`src/rtl/uart_axil_pkg.sv`:
```
// Shared definitions for the AXI4-Lite UART transmitter: register map, STATUS layout,
// response codes and serializer state type.
package uart_axil_pkg;

    localparam logic [7:0] AddrStatus = 8'h10;
    localparam logic [7:0] AddrTxData = 8'h30;

    localparam int unsigned StatusFullBit   = 4;
    localparam int unsigned StatusEmptyBit  = 3;
    localparam int unsigned StatusActiveBit = 1;

    localparam logic [1:0] RespOkay   = 2'b00;
    localparam logic [1:0] RespSlverr = 2'b10;

    typedef enum logic [2:0] {
        StIdle,
        StStart,
        StData,
        StParity,
        StStop
    } tx_state_e;

    function automatic logic [31:0] status_word(input logic full, input logic empty,
                                                input logic active);
        logic [31:0] w;
        w = '0;
        w[StatusFullBit]   = full;
        w[StatusEmptyBit]  = empty;
        w[StatusActiveBit] = active;
        return w;
    endfunction

endpackage

```
`src/rtl/uart_tx_axil_slave_if.sv`:
```
// AXI4-Lite bus bundle (32-bit data) between a master and the UART transmitter slave.
interface uart_tx_axil_slave_if #(
    parameter int unsigned ADDR_WIDTH = 12
);
    logic [ADDR_WIDTH-1:0] awaddr;
    logic                  awvalid;
    logic                  awready;
    logic [31:0]           wdata;
    logic [3:0]            wstrb;
    logic                  wvalid;
    logic                  wready;
    logic [1:0]            bresp;
    logic                  bvalid;
    logic                  bready;
    logic [ADDR_WIDTH-1:0] araddr;
    logic                  arvalid;
    logic                  arready;
    logic [31:0]           rdata;
    logic [1:0]            rresp;
    logic                  rvalid;
    logic                  rready;

    modport master (
        output awaddr, awvalid, wdata, wstrb, wvalid, bready, araddr, arvalid, rready,
        input  awready, wready, bresp, bvalid, arready, rdata, rresp, rvalid
    );

    modport slave (
        input  awaddr, awvalid, wdata, wstrb, wvalid, bready, araddr, arvalid, rready,
        output awready, wready, bresp, bvalid, arready, rdata, rresp, rvalid
    );
endinterface

```
`src/rtl/uart_tx_serializer.sv`:
```
// Byte-to-serial UART framer, 8N1 by default; defining UART_TX_PARITY_EN inserts an
// even-parity bit between the data bits and the stop bit.
module uart_tx_serializer
    import uart_axil_pkg::*;
#(
    parameter int unsigned CLKS_PER_BIT = 868
) (
    input  logic       clk,
    input  logic       rst,
    input  logic [7:0] data,
    input  logic       valid,
    output logic       ready,
    output logic       txd,
    output logic       active
);

    localparam logic [15:0] LastCnt = 16'(CLKS_PER_BIT - 1);

    tx_state_e   state_q, state_d;
    logic [15:0] cnt_q, cnt_d;
    logic [2:0]  bit_q, bit_d;
    logic [7:0]  shift_q, shift_d;
    logic        par_q, par_d;
    logic        bit_done;

    assign bit_done = (cnt_q == LastCnt);
    // Accepting during the last stop cycle gives back-to-back frames with no idle gap.
    assign ready    = (state_q == StIdle) || (state_q == StStop && bit_done);
    assign active   = (state_q != StIdle);

    always_comb begin
        state_d = state_q;
        cnt_d   = cnt_q;
        bit_d   = bit_q;
        shift_d = shift_q;
        par_d   = par_q;

        if (state_q != StIdle) begin
            cnt_d = bit_done ? 16'd0 : cnt_q + 16'd1;
        end

        unique case (state_q)
            StIdle: ;
            StStart: begin
                if (bit_done) state_d = StData;
            end
            StData: begin
                if (bit_done) begin
                    shift_d = {1'b0, shift_q[7:1]};
                    if (bit_q == 3'd7) begin
                        bit_d = 3'd0;
`ifdef UART_TX_PARITY_EN
                        state_d = StParity;
`else
                        state_d = StStop;
`endif
                    end else begin
                        bit_d = bit_q + 3'd1;
                    end
                end
            end
            StParity: begin
                if (bit_done) state_d = StStop;
            end
            StStop: begin
                if (bit_done) state_d = StIdle;
            end
            default: state_d = StIdle;
        endcase

        if (valid && ready) begin
            state_d = StStart;
            cnt_d   = 16'd0;
            bit_d   = 3'd0;
            shift_d = data;
            par_d   = ^data;
        end
    end

    always_ff @(posedge clk) begin
        if (rst) begin
            state_q <= StIdle;
            cnt_q   <= 16'd0;
            bit_q   <= 3'd0;
            shift_q <= 8'd0;
            par_q   <= 1'b0;
        end else begin
            state_q <= state_d;
            cnt_q   <= cnt_d;
            bit_q   <= bit_d;
            shift_q <= shift_d;
            par_q   <= par_d;
        end
    end

    always_comb begin
        txd = 1'b1;
        unique case (state_q)
            StIdle:   txd = 1'b1;
            StStart:  txd = 1'b0;
            StData:   txd = shift_q[0];
            StParity: txd = par_q;
            StStop:   txd = 1'b1;
            default:  txd = 1'b1;
        endcase
    end

endmodule

```
`src/rtl/uart_tx_axil_slave.sv`:
```
// AXI4-Lite slave feeding a TX FIFO and UART serializer. STATUS at 0x10, TX_DATA at 0x30.
// UART_TX_PARITY_EN (in uart_tx_serializer) selects 8E1 framing instead of 8N1.
module uart_tx_axil_slave
    import uart_axil_pkg::*;
#(
    parameter int unsigned CLKS_PER_BIT       = 868,
    parameter int unsigned FIFO_DEPTH         = 16,
    parameter int unsigned C_S_AXI_ADDR_WIDTH = 12
) (
    input  logic                s00_axi_aclk,
    input  logic                s00_axi_areset,
    uart_tx_axil_slave_if.slave s00_axi,
    output logic                uart_txd,
    output logic                tx_busy
);

    localparam int unsigned PtrW = (FIFO_DEPTH > 1) ? $clog2(FIFO_DEPTH) : 1;
    localparam int unsigned CntW = PtrW + 1;

    logic            awready_q, bvalid_q, arready_q, rvalid_q;
    logic [1:0]      bresp_q, rresp_q;
    logic [31:0]     rdata_q;
    logic [7:0]      mem_q [FIFO_DEPTH];
    logic [PtrW-1:0] wr_ptr_q, rd_ptr_q;
    logic [CntW-1:0] count_q;

    logic        fifo_full, fifo_empty, push, pop;
    logic        wr_hs, rd_hs;
    logic [1:0]  wr_resp, rd_resp;
    logic [31:0] rd_data;
    logic        ser_ready, ser_active;
    logic [7:0]  aw_off, ar_off;

    assign aw_off     = s00_axi.awaddr[7:0];
    assign ar_off     = s00_axi.araddr[7:0];
    assign fifo_full  = (count_q == CntW'(FIFO_DEPTH));
    assign fifo_empty = (count_q == '0);
    assign wr_hs      = awready_q && s00_axi.awvalid && s00_axi.wvalid;
    assign rd_hs      = arready_q && s00_axi.arvalid;
    assign pop        = !fifo_empty && ser_ready;

    logic unused_bits;
    assign unused_bits = ^{s00_axi.awaddr[C_S_AXI_ADDR_WIDTH-1:8],
                           s00_axi.araddr[C_S_AXI_ADDR_WIDTH-1:8],
                           s00_axi.wdata[31:8], s00_axi.wstrb[3:1]};

    // Full is the registered flag, so a push into a full FIFO is refused even if a pop
    // happens in the same cycle.
    always_comb begin
        wr_resp = RespOkay;
        push    = 1'b0;
        if (aw_off == AddrTxData) begin
            if (s00_axi.wstrb[0]) begin
                if (fifo_full) wr_resp = RespSlverr;
                else           push    = wr_hs;
            end
        end else if (aw_off != AddrStatus) begin
            wr_resp = RespSlverr;
        end
    end

    always_comb begin
        rd_data = 32'd0;
        rd_resp = RespOkay;
        if (ar_off == AddrStatus) begin
            rd_data = status_word(fifo_full, fifo_empty, ser_active);
        end else if (ar_off != AddrTxData) begin
            rd_resp = RespSlverr;
        end
    end

    always_ff @(posedge s00_axi_aclk) begin
        if (s00_axi_areset) begin
            awready_q <= 1'b0;
            bvalid_q  <= 1'b0;
            bresp_q   <= RespOkay;
            arready_q <= 1'b0;
            rvalid_q  <= 1'b0;
            rresp_q   <= RespOkay;
            rdata_q   <= 32'd0;
        end else begin
            awready_q <= !awready_q && s00_axi.awvalid && s00_axi.wvalid && !bvalid_q;
            if (wr_hs) begin
                bvalid_q <= 1'b1;
                bresp_q  <= wr_resp;
            end else if (s00_axi.bready) begin
                bvalid_q <= 1'b0;
            end
            arready_q <= !arready_q && s00_axi.arvalid && !rvalid_q;
            if (rd_hs) begin
                rvalid_q <= 1'b1;
                rdata_q  <= rd_data;
                rresp_q  <= rd_resp;
            end else if (s00_axi.rready) begin
                rvalid_q <= 1'b0;
            end
        end
    end

    always_ff @(posedge s00_axi_aclk) begin
        if (s00_axi_areset) begin
            wr_ptr_q <= '0;
            rd_ptr_q <= '0;
            count_q  <= '0;
        end else begin
            if (push) wr_ptr_q <= wr_ptr_q + 1'b1;
            if (pop)  rd_ptr_q <= rd_ptr_q + 1'b1;
            count_q <= count_q + CntW'(push) - CntW'(pop);
        end
    end

    always_ff @(posedge s00_axi_aclk) begin
        if (push) mem_q[wr_ptr_q] <= s00_axi.wdata[7:0];
    end

    assign s00_axi.awready = awready_q;
    assign s00_axi.wready  = awready_q;
    assign s00_axi.bvalid  = bvalid_q;
    assign s00_axi.bresp   = bresp_q;
    assign s00_axi.arready = arready_q;
    assign s00_axi.rvalid  = rvalid_q;
    assign s00_axi.rresp   = rresp_q;
    assign s00_axi.rdata   = rdata_q;
    assign tx_busy         = ser_active || !fifo_empty;

    uart_tx_serializer #(
        .CLKS_PER_BIT(CLKS_PER_BIT)
    ) u_serializer (
        .clk   (s00_axi_aclk),
        .rst   (s00_axi_areset),
        .data  (mem_q[rd_ptr_q]),
        .valid (!fifo_empty),
        .ready (ser_ready),
        .txd   (uart_txd),
        .active(ser_active)
    );

endmodule

```
`src/flat_wrapper.sv`:
```
// flat-port wrapper written by rule: the top's interface ports become plain ports
module uart_tx_axil_slave_flat import uart_axil_pkg::*;
#(
    parameter int unsigned CLKS_PER_BIT       = 868,
    parameter int unsigned FIFO_DEPTH         = 16,
    parameter int unsigned C_S_AXI_ADDR_WIDTH = 12
)
  (s00_axi_aclk, s00_axi_areset, uart_txd, tx_busy, s00_axi_awaddr, s00_axi_awvalid, s00_axi_wdata, s00_axi_wstrb, s00_axi_wvalid, s00_axi_bready, s00_axi_araddr, s00_axi_arvalid, s00_axi_rready, s00_axi_awready, s00_axi_wready, s00_axi_bresp, s00_axi_bvalid, s00_axi_arready, s00_axi_rdata, s00_axi_rresp, s00_axi_rvalid);
  uart_tx_axil_slave_if #(.ADDR_WIDTH(12)) s00_axi_i ();
  input  logic s00_axi_aclk;
  input  logic s00_axi_areset;
  output logic uart_txd;
  output logic tx_busy;
  input wire logic [$bits(s00_axi_i.awaddr)-1:0] s00_axi_awaddr;
  input wire logic [$bits(s00_axi_i.awvalid)-1:0] s00_axi_awvalid;
  input wire logic [$bits(s00_axi_i.wdata)-1:0] s00_axi_wdata;
  input wire logic [$bits(s00_axi_i.wstrb)-1:0] s00_axi_wstrb;
  input wire logic [$bits(s00_axi_i.wvalid)-1:0] s00_axi_wvalid;
  input wire logic [$bits(s00_axi_i.bready)-1:0] s00_axi_bready;
  input wire logic [$bits(s00_axi_i.araddr)-1:0] s00_axi_araddr;
  input wire logic [$bits(s00_axi_i.arvalid)-1:0] s00_axi_arvalid;
  input wire logic [$bits(s00_axi_i.rready)-1:0] s00_axi_rready;
  output wire logic [$bits(s00_axi_i.awready)-1:0] s00_axi_awready;
  output wire logic [$bits(s00_axi_i.wready)-1:0] s00_axi_wready;
  output wire logic [$bits(s00_axi_i.bresp)-1:0] s00_axi_bresp;
  output wire logic [$bits(s00_axi_i.bvalid)-1:0] s00_axi_bvalid;
  output wire logic [$bits(s00_axi_i.arready)-1:0] s00_axi_arready;
  output wire logic [$bits(s00_axi_i.rdata)-1:0] s00_axi_rdata;
  output wire logic [$bits(s00_axi_i.rresp)-1:0] s00_axi_rresp;
  output wire logic [$bits(s00_axi_i.rvalid)-1:0] s00_axi_rvalid;
  assign s00_axi_i.awaddr = s00_axi_awaddr;
  assign s00_axi_i.awvalid = s00_axi_awvalid;
  assign s00_axi_i.wdata = s00_axi_wdata;
  assign s00_axi_i.wstrb = s00_axi_wstrb;
  assign s00_axi_i.wvalid = s00_axi_wvalid;
  assign s00_axi_i.bready = s00_axi_bready;
  assign s00_axi_i.araddr = s00_axi_araddr;
  assign s00_axi_i.arvalid = s00_axi_arvalid;
  assign s00_axi_i.rready = s00_axi_rready;
  assign s00_axi_awready = s00_axi_i.awready;
  assign s00_axi_wready = s00_axi_i.wready;
  assign s00_axi_bresp = s00_axi_i.bresp;
  assign s00_axi_bvalid = s00_axi_i.bvalid;
  assign s00_axi_arready = s00_axi_i.arready;
  assign s00_axi_rdata = s00_axi_i.rdata;
  assign s00_axi_rresp = s00_axi_i.rresp;
  assign s00_axi_rvalid = s00_axi_i.rvalid;
  uart_tx_axil_slave #(.CLKS_PER_BIT(CLKS_PER_BIT), .FIFO_DEPTH(FIFO_DEPTH), .C_S_AXI_ADDR_WIDTH(C_S_AXI_ADDR_WIDTH)) u_core (.s00_axi_aclk(s00_axi_aclk), .s00_axi_areset(s00_axi_areset), .s00_axi(s00_axi_i), .uart_txd(uart_txd), .tx_busy(tx_busy));
endmodule
```
`config.mk`:
```
export PLATFORM = sky130hd
export DESIGN_NAME = uart_tx_axil_slave_flat
export DESIGN_NICKNAME = d
export VERILOG_FILES = /design/src/rtl/uart_axil_pkg.sv /design/src/rtl/uart_tx_axil_slave_if.sv /design/src/rtl/uart_tx_serializer.sv /design/src/rtl/uart_tx_axil_slave.sv /design/src/flat_wrapper.sv
export SDC_FILE = /design/constraint.sdc
export NUM_CORES = 1
export LEC_CHECK = 0
export ABC_AREA = 1
export CAP_MARGIN = 10
export CORE_MARGIN = 2
export CORE_UTILIZATION = 40
export CTS_CLUSTER_DIAMETER = 100
export DETAILED_ROUTE_END_ITERATION = 10
export GPL_TIMING_DRIVEN = 0
export PLACE_DENSITY = 0.67
export SYNTH_ARGS = -nofsm -noshare
export SYNTH_HDL_FRONTEND = slang
export SYNTH_HIERARCHICAL = 1
export SYNTH_SLANG_ARGS = --single-unit
```
`constraint.sdc`:
```
create_clock -name s00_axi_aclk -period 3.4 [get_ports s00_axi_aclk]
set_clock_uncertainty 0.15 [all_clocks]
set_input_delay 0.68 -clock s00_axi_aclk [delete_from_list [all_inputs] [get_ports s00_axi_aclk]]
set_output_delay 0.68 -clock s00_axi_aclk [all_outputs]
set_load 0.005 [all_outputs]
```
==> flow_metrics.py <==
metrics = {
    "run_status": {
        "status": "finished, final reports clean",
    },
    "power_and_ir_drop": {
        "p_sw_share_pct": 35.55,
        "total_power_w": 0.006727,
        "p_comb_share_pct": 33.6,
        "pwr-share-seq_pct": 38.6,
        "p_per_area_mw_per_mm2": 667.2,
        "leakage_nw": 3.941,
        "peakVddDrop_mv": 0.4542,
        "p_switching_w": 0.002391,
        "intPower_w": 0.004335,
        "pwr-share-clk_pct": 27.8,
    },
    "detailed_routing": {
        "num_vias": 6184,
        "postRouteAntennaNets": 0,
        "viasPerCell": 4.935,
        "wl_per_cell_um": 14.78,
        "drt-initial-drc-count": 338,
        "dr.pass1.iters": 7,
        "drc": 0,
        "wl_mm": 18.53,
    },
    "grt": {
        "grt_max_degree": 19,
        "grt_usage_pct": 17.06,
        "grt_pass1_wl_mm": 29.56,
        "grt_pass1_vias": 5802,
        "grt_overflow": 0,
        "antenna_found_initial": 0,
    },
    "timing": {
        "final-setup-viol-count": 0,
        "fmax_mhz": 331.5,
        "tns_ns": 0,
        "hold_violations": 0,
        "fin_crit_sh_pct": 88.73,
        "tightest_slew_ns": 0.8675,
        "rsz0062_at_grt": "no",
        "hold_ws_ns": 0.2972,
        "final.min_clock_period_ns": 3.017,
        "slew_headroom_pct": 41.96,
        "maxSlewViolCount": 0,
    },
    "clock_network": {
        "clk_pin_slew_ns": 0.07,
        "postCtsHoldBufs": 0,
        "clock-sinks": 185,
        "cts-root-buf": "clkbuf_16",
        "clk_path_buf_depth": 2,
        "cts_setup_buffers": 0,
        "cts_tree": "built",
        "cts_resized": 0,
        "clock_latency_ns": 0.43,
        "numCtsBuffers": 17,
        "cts_htree_levels": 4,
    },
    "logic_synthesis": {
        "netlist_instances": 874,
        "yosysSeqAreaShare_pct": 57.72,
        "synth_area_mm2": 0.008636,
        "yosysWarnings": 6,
        "ys_top_cells_by_count": "nand2_1, edfxtp_1, inv_1",
        "synth_top_area_cell": "edfxtp_1",
        "ys_ff_latch": 185,
        "synthFlopType": "edfxtp_1",
        "synth_cell_types": 40,
        "yosysMostFrequentCell": "nand2_1",
        "avgSynthCellArea_um2": 9.881,
        "synth.top_cell.area_share_pct": 44.51,
        "synthArstFlopShare_pct": 0,
        "synth_top_cells_by_area": "edfxtp_1, dfxtp_1, nand2_1",
        "synth-edff-count": 128,
    },
    "floorplanning": {
        "die_x_um": 150.9,
        "die_y_um": 150.9,
        "start_util_pct": 40.95,
        "dieArea_mm2": 0.02278,
        "rows": 53,
        "core_mm2": 0.02109,
        "ios": 110,
    },
    "final_layout": {
        "num_antenna_cells": 0,
        "drive_gt1_share_pct": 14.83,
        "area_growth_pct": 16.75,
        "utilization_pct": 47.81,
        "nets": 1048,
        "fillers": 1982,
        "postLayoutCellArea_mm2": 0.01008,
    },
    "setup_path": {
        "arrival_ns": 3.23,
        "r2r_slack_ns": 0.38,
        "cp.required_ns": 3.61,
        "reg2reg_to": "u_core/count_q[4]$_SDFF_PP0_",
        "crit_fanout": 9,
        "crit_type": "flop to flop",
        "r2r_start": "u_core/u_serializer/cnt_q[0]$_SDFFE_PP0P_",
        "crit_start": "u_core/u_serializer/cnt_q[0]$_SDFFE_PP0P_",
        "crit_path_end_kind": "flop",
        "reg2reg_depth": 18,
        "cp-start-kind": "flop",
        "critPathCapture": "u_core/count_q[4]$_SDFF_PP0_",
    },
    "place": {
        "dp_hpwl_mm": 13.17,
        "port_buffers": 43,
        "place_area_mm2": 0.009523,
        "place.gp.congestion": 0.8505,
    },
    "worst_hold_path": {
        "hold_class": "flop to flop",
    },
    "flow_run": {
        "maxCapViolCount": 0,
    },
}
-- worst min path at each step --
stage	from	end	cells after the start
floorplan	u_core/s00_axi.arready$_SDFF_PP0_	u_core/s00_axi.arready$_SDFF_PP0_	1
detailed placement	u_core/s00_axi.bvalid$_SDFFE_PP0P_	u_core/s00_axi.awready$_SDFF_PP0_	1
global placement	u_core/s00_axi.arready$_SDFF_PP0_	u_core/s00_axi.arready$_SDFF_PP0_	1
global route	u_core/u_serializer/bit_q[2]$_SDFFE_PP0P_	u_core/u_serializer/bit_q[2]$_SDFFE_PP0P_	2
CTS	u_core/s00_axi.arready$_SDFF_PP0_	u_core/s00_axi.arready$_SDFF_PP0_	1
finish	u_core/s00_axi.arready$_SDFF_PP0_	u_core/s00_axi.arready$_SDFF_PP0_	1
-- routing by layer --
layer  part of all wire, %  global-route usage (%)  vias to the layer above
met1                    42                   20.99                     2929
li1                      -                       -                     3053
met4                   3.0                   6.308                        0
met5                     0                       0                        -
met2                    50                   29.84                      162
met3                   4.4                   3.253                       40
-- power by group through the flow --
| stage | Sequential [W] | Clock [W] | Combinational [W] |
|---|---|---|---|
| finish | 0.00260 | 0.00187 | 0.00226 |
| CTS | 0.00260 | 0.00190 | 0.00224 |
| floorplan | 0.00263 | 0 | 0.00163 |
| global route | 0.00261 | 0.00199 | 0.00250 |
| global placement | 0.00264 | 0 | 0.00219 |
| detailed placement | 0.00265 | 0 | 0.00224 |
-- metrics by stage --
step                cells  setup WS [ns]
detailed placement   1222        0.05184
global route         1253        0.08211
floorplan             904         0.7335
CTS                  1253         0.3869
finish               1253         0.3831
global placement     1222        0.08261
-- cells by family after synthesis --
kind of cell             count (synthesis)  share of synthesized area (%)
flip-flops                             185                          57.72
adder cells (fa/ha/maj)                 15                          2.260
AND/OR/NAND/NOR                        332                          17.78
buffers and inverters                  186                          10.42
AO/OA/AOI/OAI                          138                          10.06
other                                    1                        0.04342
XOR/XNOR                                17                          1.724
-- sequential cells by signal, indices dropped and copies added (netlist names), named ones only --
register                     count
u_core/rd_ptr_q                  4
u_core/wr_ptr_q                  4
u_core/u_serializer/par_q        1
u_core/s00_axi.bvalid            1
u_core/u_serializer/bit_q        3
u_core/s00_axi.bresp             1
u_core/u_serializer/shift_q      8
u_core/u_serializer/state_q      3
u_core/s00_axi.arready           1
u_core/count_q                   5
u_core/s00_axi.rdata             3
u_core/s00_axi.rresp             1
u_core/mem_q                   128
u_core/u_serializer/cnt_q       16
u_core/s00_axi.rvalid            1
u_core/s00_axi.awready           1
-- worst max-delay path: stages, from the launching register on --
cell and delay [ns]:
dfxtp_1 0.38, ha_1 0.24, nand2_1 0.08, nor2_2 0.17, nand2_4 0.11, nand2_4 0.14
nand2_1 0.06, inv_1 0.06, nand2_2 0.08, inv_1 0.18, ha_1 0.15, inv_1 0.04
ha_1 0.19, fa_1 0.38, nand2_1 0.09, nand2_1 0.05, a21oi_1 0.16, o21ai_0 0.09
a21oi_1 0.14
-- cells in the final DEF (no fill, tap or decap), types with 2 or more instances in the layout --
master	instances
clkbuf_1	7
o211ai_2	11
xnor2_1	9
xor2_1	8
dfxtp_1	57
a21oi_2	8
nand3b_1	4
clkinv_4	3
nand4_1	16
buf_6	5
a21oi_1	53
inv_2	7
nor2_4	2
nand2_2	6
nand3_2	9
o21ai_0	38
clkinv_2	2
o21ai_1	3
clkbuf_16	17
nor2_1	78
inv_6	2
nor2_2	5
ha_1	14
edfxtp_1	128
clkdlybuf4s50_1	43
buf_4	34
nand2_4	3
nor3_1	6
inv_8	5
conb_1	31
nand2_1	133
buf_2	18
nand3_1	65
inv_1	111
o211ai_1	22
or2_2	3
-- final cells by class --
class	instances	area, µm²	area share, %
tap	275	344.1	3.413
clock buffer	17	425.4	4.219
inverter	120	452.9	4.492
timing repair buffer	43	430.4	4.269
clock inverter	14	133.9	1.328
buffer	66	446.7	4.430
sequential	185	4985	49.44
multi-input combinational	533	2864	28.41
Power figures use the tool's default switching activity.
